[config.mk]
export PLATFORM = sky130hd
export DESIGN_NAME = barrett_reduce_pipe
export DESIGN_NICKNAME = d
export VERILOG_FILES = /design/src/rtl/barrett_pkg.sv /design/src/rtl/barrett_reduce_pipe_corr.sv /design/src/rtl/barrett_reduce_pipe.sv
export SDC_FILE = /design/constraint.sdc
export NUM_CORES = 1
export LEC_CHECK = 0
export CAP_MARGIN = 20
export CORE_MARGIN = 1.5
export CORE_UTILIZATION = 60
export DETAILED_ROUTE_END_ITERATION = 12
export GPL_ROUTABILITY_DRIVEN = 1
export HOLD_SLACK_MARGIN = 0.02
export PLACE_DENSITY = 0.84
export SYNTH_ARGS = -nofsm -noshare
export SYNTH_HDL_FRONTEND = slang
export SYNTH_HIERARCHICAL = 1
export SYNTH_SLANG_ARGS = --single-unit
[constraint.sdc]
create_clock -name clk -period 5.61 [get_ports clk]
set_input_delay 1.122 -clock clk [delete_from_list [all_inputs] [get_ports clk]]
set_output_delay 1.122 -clock clk [all_outputs]
set_load 0.05 [all_outputs]
[src/rtl/barrett_pkg.sv]
// Shared constants and elaboration-time helpers for the Barrett reduction pipeline.
package barrett_pkg;

  localparam int unsigned DEF_Q     = 1481;
  localparam int unsigned DEF_K     = 11;
  localparam int unsigned DEF_IN_W  = 21;
  localparam int unsigned DEF_TAG_W = 4;

  localparam int unsigned QH_W = DEF_IN_W + 1;
  localparam int unsigned R_W  = DEF_K + 2;

  function automatic int unsigned barrett_qh_w(input int unsigned in_w);
    return in_w + 1;
  endfunction

  function automatic int unsigned barrett_r_w(input int unsigned k);
    return k + 2;
  endfunction

  // MU = floor(2^(2K) / Q), fits in K+1 bits when 2^(K-1) < Q < 2^K.
  function automatic int unsigned barrett_mu(input int unsigned q, input int unsigned k);
    longint unsigned num;
    num = 64'd1 << (2 * k);
    return 32'(num / longint'(q));
  endfunction

  function automatic bit barrett_params_ok(input int unsigned q, input int unsigned k,
                                           input int unsigned in_w);
    longint unsigned lo;
    longint unsigned hi;
    if (k < 2) return 1'b0;
    lo = 64'd1 << (k - 1);
    hi = 64'd1 << k;
    return (longint'(q) > lo) && (longint'(q) < hi) && (in_w <= 2 * k);
  endfunction

endpackage

[src/rtl/barrett_reduce_pipe_corr.sv]
// Two-step conditional subtract: maps r in [0, 3Q) onto [0, Q).
module barrett_corr
  import barrett_pkg::*;
#(
  parameter int unsigned Q  = DEF_Q,
  parameter int unsigned K  = DEF_K,
  parameter int unsigned RW = R_W
) (
  input  logic [RW-1:0] i_r,
  output logic [K-1:0]  o_r
);

  localparam logic [RW-1:0] QR = RW'(Q);

  logic [RW-1:0] w_s1;
  logic [RW-1:0] w_s2;

  always_comb begin
    w_s1 = (i_r >= QR) ? (i_r - QR) : i_r;
    w_s2 = (w_s1 >= QR) ? (w_s1 - QR) : w_s1;
    o_r  = K'(w_s2);
  end

endmodule

[src/rtl/barrett_reduce_pipe.sv]
// Three-stage Barrett reducer, dout = din mod Q, with valid/ready flow control and a tag.
module barrett_reduce_pipe
  import barrett_pkg::*;
#(
  parameter int unsigned Q     = DEF_Q,
  parameter int unsigned K     = DEF_K,
  parameter int unsigned IN_W  = DEF_IN_W,
  parameter int unsigned TAG_W = DEF_TAG_W
) (
  input  logic             clk,
  input  logic             rst,
  input  logic             in_valid,
  output logic             in_ready,
  input  logic [IN_W-1:0]  din,
  input  logic [TAG_W-1:0] in_tag,
  output logic             out_valid,
  input  logic             out_ready,
  output logic [K-1:0]     dout,
  output logic [TAG_W-1:0] out_tag
);

  localparam int unsigned QhW   = barrett_qh_w(IN_W);
  localparam int unsigned RW    = barrett_r_w(K);
  localparam int unsigned MuInt = barrett_mu(Q, K);
  localparam logic [K:0]  MU    = MuInt[K:0];

  if (!barrett_params_ok(Q, K, IN_W)) begin : g_param_err
    $error("barrett_reduce_pipe: need 2^(K-1) < Q < 2^K and IN_W <= 2*K");
  end

  logic             w_en;
  logic [QhW-1:0]   w_qh;
  logic [RW-1:0]    w_t2;
  logic [RW-1:0]    w_r2;
  logic [K-1:0]     w_corr;

  logic             r_v1, r_v2, r_v3;
  logic [RW-1:0]    r_a1;
  logic [QhW-1:0]   r_qhat1;
  logic [TAG_W-1:0] r_tag1, r_tag2, r_tag3;
  logic [RW-1:0]    r_r2;
  logic [K-1:0]     r_dout;

  assign w_en      = !r_v3 || out_ready;
  assign in_ready  = w_en || rst;
  assign out_valid = r_v3;
  assign dout      = r_dout;
  assign out_tag   = r_tag3;

  // Only the low K+2 bits of a and q*Q matter: the true remainder is below 3Q < 2^(K+2).
  assign w_qh = QhW'(din >> K) * QhW'(MU);
  assign w_t2 = RW'(r_qhat1) * RW'(Q);
  assign w_r2 = r_a1 - w_t2;

  barrett_corr #(
    .Q  (Q),
    .K  (K),
    .RW (RW)
  ) u_corr (
    .i_r (r_r2),
    .o_r (w_corr)
  );

  always_ff @(posedge clk) begin
    if (rst) begin
      r_v1    <= 1'b0;
      r_v2    <= 1'b0;
      r_v3    <= 1'b0;
      r_a1    <= '0;
      r_qhat1 <= '0;
      r_tag1  <= '0;
      r_r2    <= '0;
      r_tag2  <= '0;
      r_dout  <= '0;
      r_tag3  <= '0;
    end else if (w_en) begin
      r_v1    <= in_valid;
      r_a1    <= RW'(din);
      r_qhat1 <= w_qh >> K;
      r_tag1  <= in_tag;
      r_v2    <= r_v1;
      r_r2    <= w_r2;
      r_tag2  <= r_tag1;
      r_v3    <= r_v2;
      r_dout  <= w_corr;
      r_tag3  <= r_tag2;
    end
  end

endmodule
==> reports/metrics.cfg <==
[synthesis]
ys_seq_area_frac = 0.205
synth_area_um2 = 6150
synth_seq_cells = 63
yosysWarnings = 6
synthDistinctLibCells = 67
synthTopCellsByArea = dfxtp_1 21%, ha_1 19%, fa_1 11%, nand2_1 6.9%, inv_1 5.9%
syn-num-nets = 896
netlist.area_leader.share = 0.205
async_flop_share = 0
ys.flop_type = dfxtp_1
synth.avg_cell_area_um2 = 8.34
synthCells = 738
yosys.area.top_type = dfxtp_1
synth-edff-count = 0

[floorplanning]
die_h_um = 104
initial_core_util = 0.624
io_pins = 46
row_count = 36
die_area_um2 = 10900
core_area_um2 = 9860
chipWidth_um = 104

[timing]
max_freq_mhz = 205
drv_slew = 0
fin_skew_ns = 0.0165
tightest_slew_ns = 0.906
rsz0062_at_grt = false
slew_headroom = 0.391
finalCritPeriodShare = 0.868
finalHoldViolations = 0
fin_tns_setup_ns = 0
finalSetupViolations = 0
holdWs_ns = 0.453
finalCriticalPeriod_ns = 4.87

[job]
max-cap-violations = 0

[critical_path]
cp-end-kind = flop
critPathKind = primary input to flop
path_cells = clkdlybuf4s50_1 > ha_1 > inv_1 > fa_1 > fa_1 > inv_1 > ha_1 > ha_1 > a21oi_1 > o22ai_1 > o41a_1 > o41ai_1 > xor2_1 > a211oi_1
r2r-end = r_r2[12]
required_ns = 5.89
cpLargestDelayFamily = adder cells
r2r-start = r_qhat1[1]
worstPathArrival_ns = 5.14
path_max_fanout = 5
rrSetupSlack_ns = 1.53
cp-start-kind = primary input
crit_top_cell = ha_1
worstRegToRegCells = 11
cp_slowest_stage_delay_ns = 0.52
path_buf_inv = 3
crit_slowest_cell = fa_1

[status]
status = finished, final reports clean

[detailed_routing]
first_iter_violations = 254
wirelength_um = 14200
wire_per_inst_um = 15.7
vias = 5209
drtPass1Iterations = 5
viasPerCell = 5.75
ant_nets = 0
drc = 0

[clocking]
cts_root_buf = clkbuf_8
htreeDepth = 3
ctsResizeCount = 0
post-cts-setup-buffers = 0
cts.sinks = 63
cts_made_buffers = 9
clock_latency_ns = 0.36
cts_tree = done
cts_hold_buf = 0
clockBufferDepth = 2
path_clk_slew_ns = 0.07

[global_route]
grt_pass1_wl_um = 24600
grt_pass1_vias = 5318
antenna_found_initial = 0
busiest_layer = met2
grtUsageMet2 = 0.502
met3_usage = 0.0401
grt_use_met1 = 0.315
grt_max_degree = 66
grt_usage = 0.276
grt-ovfl-total = 0

[place]
io_buffer_count = 45
globalplace.congestion = 0.879
hpwl_um = 10800

[min_path]
hold_start = r_a1[9]
whs_path_depth = 2
holdPathEnd = r_a1[9]
worst_hold_path_type = flop to flop

[cells_and_area]
nets = 926
drive_gt1_frac = 0.0479
multi_input_area_um2 = 4410
syn2layout_area_growth_pct = 11.7
ff_latch_area_um2 = 1260
diodes = 0
fillerInstances = 777

-- metal layers --
metal  share of wire  routed length [um]
met5               0                   0
met4           0.028                 404
met3           0.037                 531
met2            0.52                7370
met1            0.42                5910
-- worst max-delay path by stage --
| stage | start | endpoint | cells after the start |
|---|---|---|---|
| after floorplan | din[12] | r_qhat1[8] | 13 |
| final | din[12] | r_qhat1[8] | 14 |
| after detailed placement | din[12] | r_qhat1[8] | 14 |
| after CTS | din[12] | r_qhat1[8] | 14 |
| after global routing | din[12] | r_qhat1[8] | 14 |
| after global placement | din[12] | r_qhat1[8] | 14 |
-- layout make-up --
class	instances	area share
Inverter	97	0.0530
Clock inverter	6	0.00892
Timing Repair Buffer	50	0.0703
Clock buffer	10	0.0186
Multi-Input combinational cell	547	0.642
Sequential cell	63	0.184
Tap cell	133	0.0242
-- state kept, by name, summed over array words and instances, names as in the netlist --
name,cells
dout,11
out_tag,4
out_valid,1
r_a1,13
r_qhat1,11
r_r2,13
r_tag1,4
r_tag2,4
r_v1,1
r_v2,1
-- through the flow --
step	util	setup slack, ns	instance area [um^2]	std cells
2_1_floorplan	-	1.28	6150	738
3_3_place_gp	0.678	0.647	6680	890
3_5_place_dp	0.678	0.330	6680	890
4_1_cts	0.697	0.779	6870	906
5_1_grt	0.697	0.566	6870	906
6_report	0.697	0.742	6870	906
-- synthesized netlist by cell type, drive strengths merged (3+ instances only) --
cell type  number
a31oi           3
xor2           16
nor2           27
a211o           4
o41ai           3
o31ai           4
o21a            7
dfxtp          63
nand2b          6
a311oi          3
a21boi          3
nor2b           5
a21oi          68
a21o            6
o21ai          17
nand2         113
o211ai          6
xnor2          30
clkbuf         17
a2111oi         3
a211oi         12
or3             6
fa             35
nor4b           6
inv            97
buf            14
and2            4
mux2i           4
nand3          15
nor3           12
ha             94
and3            5
nand4           3
-- cells in the final DEF, fill, tap and decap left out, types with 5 or more instances in the layout --
cell type        synthesis  routed
nand2_1                113     113
inv_1                   97      97
ha_1                    94      94
a21oi_1                 66      66
dfxtp_1                 63      63
clkdlybuf4s50_1          0      44
fa_1                    35      35
xnor2_1                 30      30
nor2_1                  27      27
xor2_1                  16      16
nand3_1                 15      15
o21ai_0                 12      12
nor3_1                  12      12
a211oi_1                12      12
clkbuf_8                 0       9
o21a_1                   6       6
o211ai_1                 6       6
nor4b_1                  6       6
nand2b_1                 6       5
a21o_1                   5       5
and3_1                   5       5
or3_1                    5       5
buf_4                    1       5
-- worst min-delay path, delay by kind of cell (launching register included) --
family	cells	cell delay, ns
compound gates	1	0.05
simple gates	1	0.05
flops	1	0.31
-- cell families (layout without fill, tap and decap cells) --
group	after synthesis	in the layout	synth area share
AO/OA/AOI/OAI	155	155	0.177
XOR/XNOR	46	46	0.0655
adder cells (fa/ha/maj)	129	129	0.305
buffers and inverters	128	163	0.0799
flip-flops	63	63	0.205
multiplexers	4	4	0.00651
AND/OR/NAND/NOR	213	213	0.161
Power is left out: the tool's default activity adds up to more than one toggle a clock period on the data nets, which glitch-free logic cannot reach.
==> edit 1 (same settings) <==
The package constant `DEF_IN_W` goes from 21 to 19.
--- a/src/rtl/barrett_pkg.sv
+++ b/src/rtl/barrett_pkg.sv
@@ -4,5 +4,5 @@
   localparam int unsigned DEF_Q     = 1481;
   localparam int unsigned DEF_K     = 11;
-  localparam int unsigned DEF_IN_W  = 21;
+  localparam int unsigned DEF_IN_W  = 19;
   localparam int unsigned DEF_TAG_W = 4;
 
Ports: changed (resized din); port bits go from 46 to 44. No check against the original RTL was run, so the function may have changed too.
==> edit 1 against the original RTL <==
Count of clock-buffer cells in the layout unchanged. Critical path type unchanged. Worst setup slack improved by 430 ps. Global-route usage decreased by 0.43 points. Design area decreased by 9.9%. Routed wire length decreased by 10%. Register-to-register slack got worse by 310 ps. Sequential cell count decreased by 2. Sequential share of layout area increased by 1.4 points. Synthesized area decreased by 10%. The flow now finishes with violations (design-rule violations). Synthesized cell count decreased by 10%.
Power is not shown: default switching activity piles up to over one toggle a cycle in this logic, so the estimate is an artifact.
==> edit 1: results (changes against the original RTL) <==
| Metric | Value |
|---|---|
| Status | `finished with violations (was finished clean)` |
| Failing checks | `design-rule violations` |
| # nets final | `822 (was 926)` |
| Drt wl/cell | `15.87 um (was 15.69 um)` |
| Post-DP HPWL | `9769 um (was 10,800 um)` |
| Fillers | `686 (was 777)` |
| # DRC | `1 (was 0)` |
| Finished Layout Cells | `804 (was 906)` |
| Worst r2r src | `r_qhat1[4]$_SDFFE_PP0P_ (was r_qhat1[1]$_SDFFE_PP0P_)` |
| IO buf count | `43 (was 45)` |
| Synth cell types | `70 (was 67)` |
| Worst-path maximum fanout | `4 (was 5)` |
| Tot GR Track Use | `0.2716 (was 0.2760)` |
| Number of global-route vias before repair | `4,756 (was 5,318)` |
| Mapped Cells | `662 (was 738)` |
| Final GP Congestion | `0.8859 (was 0.8793)` |
| Hold_sp | `r_tag1[0]$_SDFFE_PP0P_ (was r_a1[9]$_SDFFE_PP0P_)` |
| Least-Margin Pin Slew | `786.1 ps (was 906.5 ps)` |
| Max-cap violations | `0 (unchanged)` |
| Initial DRC count | `158 (was 254)` |
| Layout cells sized above 1 | `0.05460 (was 0.04787)` |
| Inst Count DP | `788 (was 890)` |
| Clock latency on the worst-skew pair | `340 ps (was 360 ps)` |
| Critical path origin | `din[11] (was din[12])` |
| Vias per std cell | `5.897 (was 5.749)` |
| CP arrival | `4660 ps (was 5140 ps)` |
| Synth top area cells | `dfxtp_1 22%, ha_1 17%, fa_1 10%, nand2_1 8.2%, a21oi_1 5.8% (was dfxtp_1 21%, ha_1 19%, fa_1 11%, nand2_1 6.9%, inv_1 5.9%)` |
| Sequential area share after synthesis | `0.2211 (was 0.2050)` |
| DRT Pass-1 Iters | `9 (was 5)` |
[edit 1: kinds of logic after synthesis]
kind of cell | share of synthesized area
and+or+nand+nor | 0.1570
AOI/OAI and AO/OA | 0.1921
adders and majority gates | 0.2736
buffers and inverters | 0.07225
DFF | 0.2211
xor gates and xnor gates | 0.07225
muxes | 0.01178
[edit 1: worst register-to-register path, cell delays in order (launching register included)]
cell and delay, ps:
dfxtp_1 430, inv_1 120, fa_1 540, inv_1 50
ha_1 310, fa_1 520, fa_1 520, fa_1 530
inv_1 50, ha_1 200, or3_1 380, o32ai_2 240
xnor2_1 190, nand2_1 80, a21oi_1 170
[edit 1: area by class of cell]
type / instances / area share
Inverter: 73 / 0.04427
Clock buffer: 10 / 0.02224
Tap cell: 108 / 0.02183
Multi-Input combinational cell: 498 / 0.6323
Sequential cell: 61 / 0.1973
Clock inverter: 6 / 0.007277
Timing Repair Buffer: 48 / 0.07479
[edit 1: through the flow]
stage / area (sq um) / worst slack [ps]
after floorplan: 5524 / 1409
after global placement: 6007 / 974.1
after detailed placement: 6007 / 802.6
after CTS: 6190 / 1172
after global routing: 6190 / 1005
final: 6190 / 1168
[edit 1: final timing paths]
check / to / slack [ps] / cells past startpoint
setup / recovery: r_qhat1[7]$_SDFFE_PP0P_ / 1170 / 12
setup reg to reg: r_r2[12]$_SDFFE_PP0P_ / 1220 / 14
hold / removal: r_tag1[0]$_SDFFE_PP0P_ / 450 / 2
hold reg to reg: r_tag1[0]$_SDFFE_PP0P_ / 450 / 2
[edit 1: metal layers]
| metal | share of wire | vias up | global-route usage |
|---|---|---|---|
| li1 | - | 2310 | - |
| met1 | 0.43 | 2304 | 0.3277 |
| met2 | 0.52 | 105 | 0.4997 |
| met3 | 0.031 | 22 | 0.03617 |
| met4 | 0.019 | 0 | 0.08462 |
| met5 | 0 | - | 0 |
==> edit 2 (same flow settings) <==
Without the edit above. Make the reset (`rst`) asynchronous in one clocked block.
--- a/src/rtl/barrett_reduce_pipe.sv
+++ b/src/rtl/barrett_reduce_pipe.sv
@@ -62,5 +62,5 @@
   );
 
-  always_ff @(posedge clk) begin
+  always_ff @(posedge clk or posedge rst) begin
     if (rst) begin
       r_v1    <= 1'b0;
Formal check against the unedited RTL: differs if rst is asserted again (counterexample within 4 cycles, from zero or initial values and one cycle with rst high); with rst held inactive, the same outputs for 4 cycles.
==> edit 2 against the original RTL <==
Design area increased by 2.8%. Sequential cell count unchanged. Synthesized area increased by 2.2%. Fmax increased by 3.4%. Routed wire length decreased by 7.6%. Worst setup slack improved by 160 ps. Global-route usage decreased by 2.0 points. Synthesized cell count decreased by 4.1%. Clock skew decreased by 4.6 ps. Count of clock-buffer cells in the layout decreased by 1.
Power is left out: the tool's default activity adds up to more than one toggle a clock period on the data nets, which glitch-free logic cannot reach.
==> edit 2: results (changes against the original RTL) <==
| Metric | Value |
|---|---|
| Antenna diodes | `0 (unchanged)` |
| Sequential Area | `1577 sq um (was 1261 sq um)` |
| Placed Area | `6840 sq um (was 6684 sq um)` |
| Tot GR Track Use | `0.2564 (was 0.2760)` |
| Fillers | `773 (was 777)` |
| Final GP Congestion | `0.8620 (was 0.8793)` |
| H-tree Lvls | `3 (unchanged)` |
| Synth cell count leaders | `138 x nand2_1, 97 x inv_1, 94 x ha_1, 63 x dfrtp_1, 35 x fa_1 (was 113 x nand2_1, 97 x inv_1, 94 x ha_1, 66 x a21oi_1, 63 x dfxtp_1)` |
| Total vias in the final route | `4,980 (was 5,209)` |
| Largest net degree at the start of global routing | `68 (was 66)` |
| Async S/R FF share, synth | `1.000 (was 0)` |
| Sequential area share after synthesis | `0.2508 (was 0.2050)` |
| Number of global-route vias before repair | `5,114 (was 5,318)` |
| # nets final | `901 (was 926)` |
| Initial antenna violation count | `0 (unchanged)` |
| Setup Fix Bufs, Post-CTS | `0 (unchanged)` |
| Syn nets | `866 (was 896)` |
| Grt ovf | `0 (unchanged)` |
| Initial DRC count | `192 (was 254)` |
| Synth cell types | `67 (unchanged)` |
| R2R cell count | `13 (was 11)` |
| First-pass GRT wire length | `23,020 um (was 24,560 um)` |
| Hold Path Stages | `1 (was 2)` |
| Drt wl/cell | `14.85 um (was 15.69 um)` |
| CP arrival | `4910 ps (was 5140 ps)` |
| Post_cts resized | `0 (unchanged)` |
| Worst-case clock skew | `11.92 ps (was 16.54 ps)` |
| Synth top area cells | `dfrtp_1 25%, ha_1 19%, fa_1 11%, nand2_1 8.2%, inv_1 5.8% (was dfxtp_1 21%, ha_1 19%, fa_1 11%, nand2_1 6.9%, inv_1 5.9%)` |
| Least-Margin Pin Slew | `821.3 ps (was 906.5 ps)` |
| Layout cells sized above 1 | `0.04813 (was 0.04787)` |
| Status | `finished clean (unchanged)` |
| Post-DP HPWL | `10,290 um (was 10,800 um)` |
| CTS Root Cell | `clkbuf_8 (unchanged)` |
edit 2: metal layers:
| metal | up-vias | part of all wire | global-route usage |
|---|---|---|---|
| met5 | - | 0 | 0 |
| met4 | 0 | 0.031 | 0.1184 |
| met3 | 28 | 0.018 | 0.01917 |
| met2 | 89 | 0.53 | 0.4790 |
| met1 | 2421 | 0.42 | 0.2972 |
| li1 | 2442 | - | - |
edit 2: worst paths after layout:
check | end | slack (ps) | startpoint
worst max-delay path | r_qhat1[7]$_DFFE_PP0P_ | 900 | din[12]
worst min-delay path | out_valid$_DFFE_PP0P_ | 460 | r_v2$_DFFE_PP0P_
worst max register to register | r_r2[11]$_DFFE_PP0P_ | 1370 | r_qhat1[2]$_DFFE_PP0P_
worst min register to register | out_valid$_DFFE_PP0P_ | 460 | r_v2$_DFFE_PP0P_
max in group asynchronous | r_qhat1[9]$_DFFE_PP0P_ | 3760 | rst
min in group asynchronous | out_tag[0]$_DFFE_PP0P_ | 1320 | rst
edit 2: area by class of cell:
cell class / instances / share of cell area
sequential: 63 / 0.2231
clock inverter: 7 / 0.01452
tap: 136 / 0.02408
clock buffer: 9 / 0.01753
multi-input combinational: 523 / 0.6013
inverter: 97 / 0.05152
timing repair buffer: 49 / 0.06799
edit 2: cell families after synthesis:
| logic type | after synthesis | synth area share |
|---|---|---|
| adder cells (fa/ha/maj) | 129 | 0.2986 |
| AND/OR/NAND/NOR | 220 | 0.1644 |
| XOR/XNOR | 50 | 0.06968 |
| buffers and inverters | 122 | 0.07466 |
| flip-flops | 63 | 0.2508 |
| AO/OA/AOI/OAI | 120 | 0.1354 |
| multiplexers | 4 | 0.006371 |
edit 2: worst max-delay path: stages:
cell	delay [ps]
clkdlybuf4s50_1	480
ha_1	320
inv_1	80
fa_1	440
fa_1	520
inv_1	40
ha_1	290
ha_1	370
nor2b_1	190
o31a_1	280
o41ai_1	350
o21ba_2	190
xor2_1	140
o21ai_0	90
edit 2: metrics by stage:
step                setup slack (ps)  instances
detailed placement             566.4        868
CTS                            910.3        884
global placement               657.7        868
finish                         902.7        884
floorplan                       1272        708
global route                   699.3        884
